**src/rtl/atmega_uart_pkg.sv**
```systemverilog
// Shared definitions for the atmega_uart receive-side blocks: UCSRA bit map,
// drain FSM encoding and FIFO entry width.
package atmega_uart_pkg;

    localparam int unsigned UCSRA_RXC  = 7;
    localparam int unsigned UCSRA_TXC  = 6;
    localparam int unsigned UCSRA_UDRE = 5;
    localparam int unsigned UCSRA_FE   = 4;
    localparam int unsigned UCSRA_DOR  = 3;
    localparam int unsigned UCSRA_UPE  = 2;

    // FIFO entry layout: {DOR, FE, data[7:0]}
    localparam int unsigned ENTRY_W = 10;

    typedef enum logic [1:0] {
        ST_IDLE = 2'd0,
        ST_STAT = 2'd1,
        ST_DATA = 2'd2,
        ST_GAP  = 2'd3
    } drain_state_t;

endpackage

```
**src/rtl/sync_fifo.sv**
```systemverilog
// Single-clock show-ahead FIFO with a separate occupancy counter so that
// full and empty are unambiguous. Storage is intentionally not reset.
module sync_fifo #(
    parameter int unsigned WIDTH      = 10,
    parameter int unsigned DEPTH_LOG2 = 4
) (
    input  logic                  clk_i,
    input  logic                  rst_i,
    input  logic                  push_i,
    input  logic [WIDTH-1:0]      din_i,
    input  logic                  pop_i,
    output logic [WIDTH-1:0]      dout_o,
    output logic                  full_o,
    output logic                  empty_o,
    output logic [DEPTH_LOG2:0]   level_o
);

    localparam int unsigned DEPTH = 1 << DEPTH_LOG2;
    localparam logic [DEPTH_LOG2:0] DEPTH_L = (DEPTH_LOG2 + 1)'(DEPTH);

    logic [WIDTH-1:0]      r_mem [DEPTH];
    logic [DEPTH_LOG2-1:0] r_wptr;
    logic [DEPTH_LOG2-1:0] r_rptr;
    logic [DEPTH_LOG2:0]   r_level;

    logic w_do_pop;
    logic w_do_push;

    assign full_o  = (r_level == DEPTH_L);
    assign empty_o = (r_level == '0);
    assign level_o = r_level;
    assign dout_o  = r_mem[r_rptr];

    // A pop in the same cycle frees the head slot, so a push at full still fits.
    assign w_do_pop  = pop_i & ~empty_o;
    assign w_do_push = push_i & (~full_o | w_do_pop);

    always_ff @(posedge clk_i) begin
        if (w_do_push) begin
            r_mem[r_wptr] <= din_i;
        end
    end

    always_ff @(posedge clk_i) begin
        if (!rst_i) begin
            r_wptr  <= '0;
            r_rptr  <= '0;
            r_level <= '0;
        end else begin
            if (w_do_push) begin
                r_wptr <= r_wptr + 1'b1;
            end
            if (w_do_pop) begin
                r_rptr <= r_rptr + 1'b1;
            end
            case ({w_do_push, w_do_pop})
                2'b10:   r_level <= r_level + 1'b1;
                2'b01:   r_level <= r_level - 1'b1;
                default: r_level <= r_level;
            endcase
        end
    end

endmodule

```
**src/rtl/atmega_uart_rx_drain.sv**
```systemverilog
// Drains received bytes from atmega_uart (UCSRA then UDR) into a local FIFO
// of {DOR, FE, data} entries for a consumer to pop at its own pace.
module atmega_uart_rx_drain
    import atmega_uart_pkg::*;
#(
    parameter int unsigned                  BUS_ADDR_DATA_LEN = 8,
    parameter logic [BUS_ADDR_DATA_LEN-1:0] UDR_ADDR          = 'hc1,
    parameter logic [BUS_ADDR_DATA_LEN-1:0] UCSRA_ADDR        = 'hc8,
    parameter int unsigned                  DEPTH_LOG2        = 4
) (
    input  logic                         clk_i,
    input  logic                         rst_i,
    input  logic                         enable_i,
    input  logic                         uart_rxc_i,
    input  logic                         uart_gnt_i,
    output logic                         uart_req_o,
    output logic [BUS_ADDR_DATA_LEN-1:0] uart_addr_o,
    output logic                         uart_rd_o,
    input  logic [7:0]                   uart_dat_i,
    input  logic                         pop_i,
    output logic                         valid_o,
    output logic [7:0]                   data_o,
    output logic [1:0]                   status_o,
    output logic [DEPTH_LOG2:0]          level_o,
    output logic                         ovf_o,
    input  logic                         ovf_clr_i
);

    drain_state_t                 r_state;
    logic                         r_req;
    logic [BUS_ADDR_DATA_LEN-1:0] r_addr;
    logic                         r_fe;
    logic                         r_dor;
    logic                         r_ovf;

    logic                         w_push;
    logic                         w_full;
    logic                         w_empty;
    logic                         w_pop_ok;
    logic                         w_drop;
    logic [ENTRY_W-1:0]           w_din;
    logic [ENTRY_W-1:0]           w_dout;

    // The read strobe must coincide with the combinational bus data, so it
    // follows the grant directly rather than being registered.
    assign uart_rd_o   = uart_gnt_i & ((r_state == ST_STAT) | (r_state == ST_DATA));
    assign uart_req_o  = r_req;
    assign uart_addr_o = r_addr;

    assign w_push   = uart_gnt_i & (r_state == ST_DATA);
    assign w_pop_ok = pop_i & ~w_empty;
    assign w_drop   = w_push & w_full & ~w_pop_ok;
    assign w_din    = {r_dor, r_fe, uart_dat_i};

    always_ff @(posedge clk_i) begin
        if (!rst_i) begin
            r_state <= ST_IDLE;
            r_req   <= 1'b0;
            r_addr  <= '0;
            r_fe    <= 1'b0;
            r_dor   <= 1'b0;
        end else begin
            case (r_state)
                ST_IDLE: begin
                    if (uart_rxc_i && enable_i) begin
                        r_state <= ST_STAT;
                        r_req   <= 1'b1;
                        r_addr  <= UCSRA_ADDR;
                    end
                end
                ST_STAT: begin
                    if (uart_gnt_i) begin
                        r_fe    <= uart_dat_i[UCSRA_FE];
                        r_dor   <= uart_dat_i[UCSRA_DOR];
                        r_state <= ST_DATA;
                        r_addr  <= UDR_ADDR;
                    end
                end
                ST_DATA: begin
                    if (uart_gnt_i) begin
                        r_state <= ST_GAP;
                        r_req   <= 1'b0;
                        r_addr  <= '0;
                    end
                end
                ST_GAP: begin
                    r_state <= ST_IDLE;
                end
                default: begin
                    r_state <= ST_IDLE;
                    r_req   <= 1'b0;
                    r_addr  <= '0;
                end
            endcase
        end
    end

    // A fresh overflow takes priority over a simultaneous clear.
    always_ff @(posedge clk_i) begin
        if (!rst_i) begin
            r_ovf <= 1'b0;
        end else if (w_drop) begin
            r_ovf <= 1'b1;
        end else if (ovf_clr_i) begin
            r_ovf <= 1'b0;
        end
    end

    assign ovf_o    = r_ovf;
    assign valid_o  = ~w_empty;
    assign data_o   = w_dout[7:0];
    assign status_o = w_dout[9:8];

    sync_fifo #(
        .WIDTH      (ENTRY_W),
        .DEPTH_LOG2 (DEPTH_LOG2)
    ) u_fifo (
        .clk_i   (clk_i),
        .rst_i   (rst_i),
        .push_i  (w_push),
        .din_i   (w_din),
        .pop_i   (pop_i),
        .dout_o  (w_dout),
        .full_o  (w_full),
        .empty_o (w_empty),
        .level_o (level_o)
    );

endmodule
```
**config.mk**
```make
export PLATFORM = sky130hd
export DESIGN_NAME = atmega_uart_rx_drain
export DESIGN_NICKNAME = d
export VERILOG_FILES = /design/src/rtl/atmega_uart_pkg.sv /design/src/rtl/sync_fifo.sv /design/src/rtl/atmega_uart_rx_drain.sv
export SDC_FILE = /design/constraint.sdc
export NUM_CORES = 1
export LEC_CHECK = 0
export ABC_AREA = 1
export ABC_CLOCK_PERIOD_IN_PS = 2800
export CORE_MARGIN = 8
export CORE_UTILIZATION = 59
export DETAILED_ROUTE_END_ITERATION = 12
export PLACE_DENSITY = 0.87
export SYNTH_ARGS = -nofsm -noshare
export SYNTH_HDL_FRONTEND = slang
export SYNTH_SLANG_ARGS = --single-unit
```
**constraint.sdc**
```tcl
create_clock -name clk_i -period 2.8 [get_ports clk_i]
set_input_delay 0.28 -clock clk_i [delete_from_list [all_inputs] [get_ports clk_i]]
set_output_delay 0.28 -clock clk_i [all_outputs]
set_load 0.1 [all_outputs]
```
* Word-level counts from Yosys, hierarchy flattened
Memory sizes are Yosys's and may differ from the RTL's. A register that Yosys moved wholly into a read port is not among the register bits.
Index checks and enable logic that the tools add are counted.
** Word-level totals
- Input port bits :: 15
- Bits in writable memories :: 160
- Bits in registers :: 27
- Memories kept :: 1
- Word-level logic and storage cells :: 63
** Memories
- u_fifo.r_mem :: words 16, bits a word 10, read ports 1, clocked after memory_dff 1, wr ports 1, RTL line sync_fifo.sv:21 : logic [WIDTH-1:0] r_mem [DEPTH];
** Cells by class
- $add $sub $neg :: 4
- Muxes and demuxes :: 18
- Equality and inequality tests :: 9
- Reductions and logical operators :: 11
- Bitwise logic cells :: 11
** Operators with widths (count)
- 2-to-1 mux 8 bit :: 3
- case mux 8 bit (3 select lines) :: 1
- case mux 5 bit (2 select lines) :: 1
- adder 4 x 1 -> 4 bit, second input constant :: 2
- 2-to-1 mux 4 bit :: 2
- case mux 2 bit (4 select lines) :: 1
- AND 1 bit :: 6
- equality test 2 bit, second input constant :: 3
- 2-to-1 mux 1 bit :: 6
- 2-to-1 mux 2 bit :: 3
- != test 2 bit, second input constant :: 3
- AND reduction 3 bit :: 2
- nonzero test 2 bit :: 3
- adder 5 x 1 -> 5 bit, second input constant :: 1
- equality test 5 bit, second input constant :: 1
- zero test 5 bit :: 1
- subtractor 5 x 1 -> 5 bit, second input constant :: 1
- equality test 2 x 1 -> 1 bit, second input constant :: 2
- AND reduction 4 bit :: 1
- inverter 1 bit :: 3
- nonzero test 3 bit :: 1
- zero test 2 bit :: 1
- OR 1 bit :: 2
- case mux 1 bit (2 select lines) :: 1
- other kinds (2) :: 2

* Longest topological paths before layout
Gate-level depths: netlist of the first run.
- Word-level depth :: 7
- Depth in mapped cells :: 17

* Cells and area by module
From an unflattened synthesis of the first run, not the netlist that was laid out.
** Unflattened totals
- Cells, all modules :: 716
- Area, all modules :: 8051.5 µm²
** Modules (own cells, without submodules)
- sync_fifo :: cells each 639, instances 1, sequential area each 5144.9 µm², area an instance 7516.0 µm²
- atmega_uart_rx_drain :: cells each 77, instances 1, sequential area each 180.2 µm², area an instance 535.5 µm²

* Least setup slack after synthesis of the first run
No wires, ideal clock.
- Kind :: reg2reg
- From :: register u_fifo.r_level[0], in the netlist u_fifo.level_o[0]
- To :: register u_fifo.r_level[4], in the netlist u_fifo.level_o[4]
- Path buffers :: 0
- Cell stages (with the launch flop) :: 17
- Data required time :: 2.681 ns
- Setup time :: 0.119 ns
- Path slack :: -0.938 ns
- Data arrival time :: 3.619 ns
- Clock period less this slack :: 3.738 ns
- Cells stage by stage :: dfxtp_1 -> nor2_1 -> nand4_1 -> nand2_1 -> inv_1 -> ha_1 -> nand2_1 -> inv_1 -> nor2_1 -> ha_1 -> inv_1 -> nand2_1 -> nand3_1 -> nand3_1 -> nand2_1 -> nor2_1 -> nor2_1
** Between the ends
- Longest elaborated chain between the ends :: 7
- Elaborated cells on any way between the ends :: 13
** RTL lines
- start, declared :: RTL line sync_fifo.sv:24 : logic [DEPTH_LOG2:0] r_level;
- start signal, assigned :: RTL line sync_fifo.sv:57 : 2'b10: r_level <= r_level + 1'b1;
- start signal, assigned :: RTL line sync_fifo.sv:58 : 2'b01: r_level <= r_level - 1'b1;
- start signal, assigned :: RTL line sync_fifo.sv:59 : default: r_level <= r_level;
- zero test 5 bit * :: RTL line sync_fifo.sv:30 : assign empty_o = (r_level == '0);
- inverter 1 bit *
- named net valid_o :: RTL line atmega_uart_rx_drain.sv:21 : output logic valid_o,
- AND 1 bit * :: RTL line sync_fifo.sv:35 : assign w_do_pop = pop_i & ~empty_o;
- named net u_fifo.w_do_pop :: RTL line sync_fifo.sv:26 : logic w_do_pop;
- OR 1 bit :: RTL line sync_fifo.sv:36 : assign w_do_push = push_i & (~full_o | w_do_pop);
- AND 1 bit :: RTL line sync_fifo.sv:36
- equality test 2 x 1 -> 1 bit or equality test 2 bit (tied branches) :: RTL line sync_fifo.sv:56 : case ({w_do_push, w_do_pop})
- case mux 5 bit (2 select lines) or nonzero test 2 bit (tied branches)
The timed path passes the listed nets; every way through them passes the cells marked *.
A chain may end at the register's enable or synchronous reset.

==> impl_metrics.py, run 1 <==
metrics = {
    "run": {
        "maxCapViolations": 0,
    },
    "logic_synthesis": {
        "synthCells": 708,
        "syn_area_mm2": 0.00801,
        "synth_seq_cells": 186,
        "ys_seq_area_share_pct": 66.5,
        "synth_cell_types": 33,
        "syn_avg_cell_area_um2": 11.3,
        "ys_warn_count": 0,
    },
    "cells_and_area": {
        "finalNetCount": 781,
        "diodes": 0,
        "layout-drive-gt1-share_pct": 13.1,
        "area_delta_synth_final_pct": 15.1,
        "design_area_mm2": 0.00922,
    },
    "timing": {
        "setup_viol": 0,
        "final.setup_skew_ps": 9.60,
        "rsz0062_at_grt": "false",
        "slew_viol_final": 0,
        "maxSlewHeadroom_pct": 43.9,
        "worstMarginPinSlew_ps": 841,
        "timing.final.crit_share_pct": 89.7,
        "period_needed_ps": 2510,
        "fin_tns_setup_ps": 0,
        "finalHoldViolations": 0,
        "max_freq_mhz": 398,
    },
    "cts": {
        "clock_latency_ps": 430,
        "htree_levels": 4,
        "cts.sinks": 186,
        "cts_hold_buf": 0,
        "clock_path_buffers": 2,
        "post_cts_buffers": 0,
        "cts.reportedPaths.clkPinSlew_ps": 60,
        "post_cts_resized": 0,
        "cts_tree": "yes",
        "cts-buffers-inserted": 17,
        "cts_root_buf": "clkbuf_16",
    },
    "detailed_routing": {
        "antenna_left": 0,
        "wl_um": 16600,
        "via_per_inst": 5.71,
        "drtPass1Iterations": 5,
        "drt_iter0_drc": 664,
        "drc_errors": 0,
        "vias": 5376,
        "wl_per_cell_um": 17.7,
    },
    "min_path": {
        "hp-class": "reg2reg",
    },
    "power_and_ir_drop": {
        "leakage_uw": 0.00352,
        "peakVddDrop_mv": 1.30,
        "power.density_mw_per_mm2": 986,
    },
    "global_route": {
        "grt_pass1_vias": 5452,
        "grtUsageTotal_pct": 19.6,
        "grt_pass1_wl_um": 27100,
        "overflow": 0,
        "grt_max_degree": 81,
        "antenna_found_initial": 0,
    },
    "setup_path": {
        "required_ps": 2520,
        "max_stage_delay_ps": 680,
        "crit_fanout": 58,
        "end_kind": "primary output",
        "worstSetupStartpointType": "flop",
        "arrival_ps": 2230,
        "worst-setup-path-type": "reg2out",
        "crit_buf_inv": 2,
        "crit_slowest_cell": "dfxtp_4",
        "crit_family": "flip-flops",
        "cp_cell_sequence": "buf_12 > a21oi_1 > o21ai_0 > nand3_1 > nand3_1 > nand2_1 > buf_12",
    },
    "status": {
        "status": "finished, final reports clean",
    },
    "floorplanning": {
        "coreArea_mm2": 0.0132,
        "die_area_mm2": 0.0176,
        "fp.dieW_um": 133,
        "initial_utilization_pct": 60.5,
        "io_pins": 42,
        "rows": 42,
        "fp.dieH_um": 133,
    },
    "placement": {
        "gp_congestion": 0.858,
        "io_buffers": 37,
        "dp_hpwl_um": 10700,
        "dpl_cell_area_mm2": 0.00867,
    },
}
routing by layer:
layer  vias to the layer above  global-route usage, %  part of all wire (%)
met4                         0                   8.39                   1.7
met1                      2558                   22.7                    39
li1                       2524                      -                     -
met5                         -                      0                     0
met2                       261                   34.1                    52
met3                        33                   4.66                   7.3
synthesized netlist by cell type (all sizes together):
| cell type | count | area (um2) |
|---|---|---|
| o211a | 1 | 10.0 |
| o31a | 1 | 8.76 |
| conb | 1 | 3.75 |
| clkbuf | 11 | 45.0 |
| xor2 | 6 | 52.6 |
| buf | 27 | 218 |
| o21bai | 1 | 7.51 |
| o21ai | 50 | 250 |
| ha | 14 | 175 |
| clkinv | 2 | 7.51 |
| o211ai | 40 | 300 |
| dfxtp | 26 | 521 |
| nand3 | 68 | 345 |
| a31o | 1 | 8.76 |
| nor2 | 36 | 135 |
| nand2 | 93 | 352 |
| o21a | 1 | 7.51 |
| inv | 109 | 409 |
| a211oi | 1 | 7.51 |
| edfxtp | 160 | 4800 |
| a21oi | 55 | 313 |
| xnor2 | 1 | 8.76 |
| nand4 | 3 | 18.8 |
cell type report:
cell class	count	area (um2)
sequential	186	5350
clock inverter	7	37.5
tap	176	220
clock buffer	25	517
fill	871	4020
timing repair buffer	60	648
inverter	111	417
multi-input combinational	376	2030
power by group:
group          switching [uW]  total (uW)  internal (uW)  leakage (uW)
Sequential                192        3370           3180       0.00166
Clock                     952        2230           1280      0.000283
Combinational            2440        3490           1050       0.00158
cell usage in the layout, fill, tap and decap left out, types with 2 or more instances in the layout:
cell type	count
edfxtp_1	160
inv_1	107
nand2_1	91
nand3_1	67
a21oi_1	45
o211ai_1	40
nor2_1	35
buf_4	33
o21ai_0	28
o21ai_1	22
dfxtp_1	19
clkbuf_16	18
clkdlybuf4s50_1	14
ha_1	13
buf_12	13
a21oi_2	10
xor2_1	6
dfxtp_4	6
clkinv_2	5
conb_1	4
clkbuf_8	4
nand4_1	3
clkbuf_1	3
nand2_2	2
inv_2	2
clkinv_1	2
inv_4	2
worst min-delay path, delay by kind of cell, from the launching register on:
family | cells | cell delay, ps
flip-flops | 1 | 330
AO/OA/AOI/OAI | 1 | 60
AND/OR/NAND/NOR | 1 | 70
worst paths after layout:
check,start,end,slack (ps),depth (start not counted)
max,flop,data_o[7],290,7
min,r_state[1],r_state[1],500,2
max reg2reg,r_state[0],u_fifo.level_o[4],440,17
min reg2reg,r_state[1],r_state[1],500,2
state kept, by name, summed over array words and instances, names as in the netlist, named ones only:
| register | cells |
|---|---|
| u_fifo.r_rptr | 4 |
| u_fifo.r_mem | 160 |
| r_dor | 1 |
| uart_req_o | 1 |
| u_fifo.level_o | 5 |
| u_fifo.r_wptr | 4 |
| r_state | 2 |
| r_fe | 1 |
| ovf_o | 1 |
| uart_addr_o | 3 |
cells by family (layout without fill, tap and decap cells):
kind of cell	after synthesis	count (layout)	share of synthesized area (%)
and+or+nand+nor	200	200	10.6
adders and majority gates	14	14	2.19
other	1	4	0.0468
buffers and inverters	149	203	8.48
xor gates and xnor gates	7	7	0.766
DFF	186	186	66.5
AOI/OAI and AO/OA	151	151	11.4
metrics by stage:
step | hold WS (ps) | setup WS [ps] | cells | utilization [%] | total power (uW)
2_1_floorplan | 379 | -410 | 711 | - | 6020
3_3_place_gp | 471 | 516 | 909 | 65.4 | 6750
3_5_place_dp | 491 | 384 | 909 | 65.4 | 6890
4_1_cts | 501 | 265 | 941 | 69.6 | 9100
5_1_grt | 528 | 121 | 941 | 69.6 | 9480
6_report | 500 | 288 | 941 | 69.6 | 9090
Note: power is estimated with default switching activity, not from simulation.
==> run 2, diff against run 1 <==
Settings changed: ABC_CLOCK_PERIOD_IN_PS 2800 to 2250, CORE_UTILIZATION 59 to 48, PLACE_DENSITY 0.87 to 0.77, REMOVE_ABC_BUFFERS from default to 1.
Clock period 2.8 ns to 2.25 ns, I/O delays scaled along.
==> run 2 against run 1 <==
Clock power grew 27%. Register-to-register slack lost 210 ps. Power grew 26%. Sequential share of layout area shrank 2.0 points. Critical endpoint is now data_o[4]. Largest power group unchanged.
==> impl_metrics.py, run 2 (synthesis gave the netlist of run 1 again) <==
metrics = {
    "status": {
        "status": "finished, final reports clean",
    },
    "global_route": {
        "overflow": 0,
        "grt_pass1_wl_um": 25900,
        "grt_max_degree": 69,
        "grt_pass1_vias": 5001,
        "grtUsageTotal_pct": 15.7,
        "antenna_found_initial": 0,
    },
    "cells_and_area": {
        "utilization_pct": 57.8,
        "area_delta_synth_final_pct": 18.9,
        "nFillCells": 1299,
        "finalNetCount": 805,
        "layout-drive-gt1-share_pct": 15.5,
        "top_register": "u_fifo.r_mem",
        "layout_common_cells": "edfxtp_1 (160), inv_1 (106), nand2_1 (92)",
        "largest_reg_flops": 160,
        "diodes": 0,
        "design_area_mm2": 0.00952,
        "final_common_cell": "edfxtp_1",
    },
    "detailed_routing": {
        "via_per_inst": 5.30,
        "drtPass1Iterations": 5,
        "drt_iter0_drc": 439,
        "wl_um": 16700,
        "wl_per_cell_um": 16.5,
        "antenna_left": 0,
        "drc_errors": 0,
        "vias": 5345,
    },
    "run": {
        "maxCapViolations": 0,
    },
    "floorplanning": {
        "fp.dieW_um": 145,
        "rows": 47,
        "initial_utilization_pct": 48.6,
        "die_area_mm2": 0.0211,
        "fp.dieH_um": 145,
        "coreArea_mm2": 0.0165,
        "io_pins": 42,
    },
    "setup_path": {
        "max_stage_delay_ps": 400,
        "worst-path-stages": 7,
        "worstReg2RegStart": "r_state[0]",
        "worst-setup-path-type": "reg2out",
        "crit_buf_inv": 3,
        "r2r_setup_slack_ps": 230,
        "end_kind": "primary output",
        "cp_cell_sequence": "buf_4 > clkbuf_16 > o211ai_1 > nand3_1 > nand3_1 > nand2_1 > buf_12",
        "arrival_ps": 1920,
        "crit_slowest_cell": "dfxtp_4",
        "required_ps": 2030,
        "crit_end": "data_o[4]",
        "rr_endpoint": "u_fifo.r_mem[13][5]",
        "crit_family": "buffers and inverters",
        "crit_fanout": 34,
        "r2r_cells": 10,
        "critPathMostFrequentCell": "nand3_1",
        "worstSetupStartpointType": "flop",
    },
    "timing": {
        "timing.final.crit_share_pct": 95.4,
        "finalHoldViolations": 0,
        "timing.final.ws_setup_ps": 103,
        "setup_viol": 0,
        "slew_viol_final": 0,
        "final.setup_skew_ps": 5.78,
        "period_needed_ps": 2150,
        "fin_tns_setup_ps": 0,
        "max_freq_mhz": 466,
        "worstMarginPinSlew_ps": 634,
        "rsz0062_at_grt": "false",
        "maxSlewHeadroom_pct": 57.6,
    },
    "power_and_ir_drop": {
        "leakage_uw": 0.00365,
        "power.density_mw_per_mm2": 1210,
        "p_total_uw": 11500,
        "peakVddDrop_mv": 1.71,
    },
    "placement": {
        "place_ws_ps": 35.8,
        "io_buffers": 37,
        "dp_hpwl_um": 10400,
        "dpl_cell_area_mm2": 0.00885,
        "gp_congestion": 0.896,
    },
    "cts": {
        "cts.reportedPaths.clkPinSlew_ps": 70,
        "cts_root_buf": "clkbuf_16",
        "cts-buffers-inserted": 17,
        "htree_levels": 4,
        "clock_latency_ps": 430,
        "clock_path_buffers": 2,
        "cts_hold_buf": 0,
        "cts_tree": "yes",
        "cts.sinks": 186,
    },
    "min_path": {
        "hp-class": "in2reg",
    },
}
[run 2: changes by cell type in the layout (fill, tap and decap cells not counted), moves of 2 or more]
cell        before  now
buf_4           33   53
clkbuf_1         3    0
inv_6            0    2
dfxtp_4          6    2
clkinv_4         0    5
buf_12          13   15
dfxtp_1         19   24
inv_8            0    2
clkinvlp_4       0    3
clkbuf_8         4    0
inv_4            2    0
clkinv_2         5    1
[run 2: area by class of cell]
class / count / area (um2) / area share, %
clock inverter: 15 / 145 / 1.52
inverter: 111 / 417 / 4.38
clock buffer: 17 / 425 / 4.47
timing repair buffer: 84 / 891 / 9.36
sequential: 186 / 5330 / 56.0
multi-input combinational: 376 / 2030 / 21.4
tap: 220 / 275 / 2.89
[run 2: report_power, final]
group / internal [uW] / switching, uW / leakage [uW]
Clock: 1550 / 1290 / 0.000271
Sequential: 3940 / 212 / 0.00166
Combinational: 1480 / 3030 / 0.00172
Total: 6960 / 4530 / 0.00365
[run 2: tightest hold or removal path, delay by kind of cell]
family                 cells  cell delay (ps)
AND/OR/NAND/NOR            2              120
buffers and inverters      2              440
AO/OA/AOI/OAI              1               90
[run 2: per-stage QoR]
| stage | hold slack, ps | std cells |
|---|---|---|
| after floorplan | 324 | 673 |
| after global placement | 472 | 971 |
| after detailed placement | 492 | 971 |
| after CTS | 469 | 1004 |
| after global routing | 516 | 1009 |
| final | 488 | 1009 |
[run 2: per-layer routing]
metal	part of all wire, %	vias up	wire length [um]	track usage (%)
met2	50	161	8320	26.2
met3	6.3	26	1060	4.45
li1	-	2568	-	-
met4	2.2	0	368	5.62
met5	0	-	0	0
met1	42	2590	6950	19.1
[run 2: how the worst min path moves through the flow]
stage,from,endpoint,cells past startpoint
after CTS,ovf_clr_i,ovf_o,5
final,ovf_clr_i,ovf_o,5
after detailed placement,uart_addr_o[3],uart_addr_o[3],1
after global routing,uart_addr_o[3],uart_addr_o[3],1
after floorplan,uart_dat_i[0],u_fifo.r_mem[0][0],0
after global placement,r_state[1],r_state[1],2
[run 2: what timing repair did]
item / in CTS / in global routing
pin swaps: 0 / 2
setup endpoints to repair: 3 / 45
gates resized for setup: 1 / 7
setup buffers: 1 / 4
gates cloned: 0 / 1
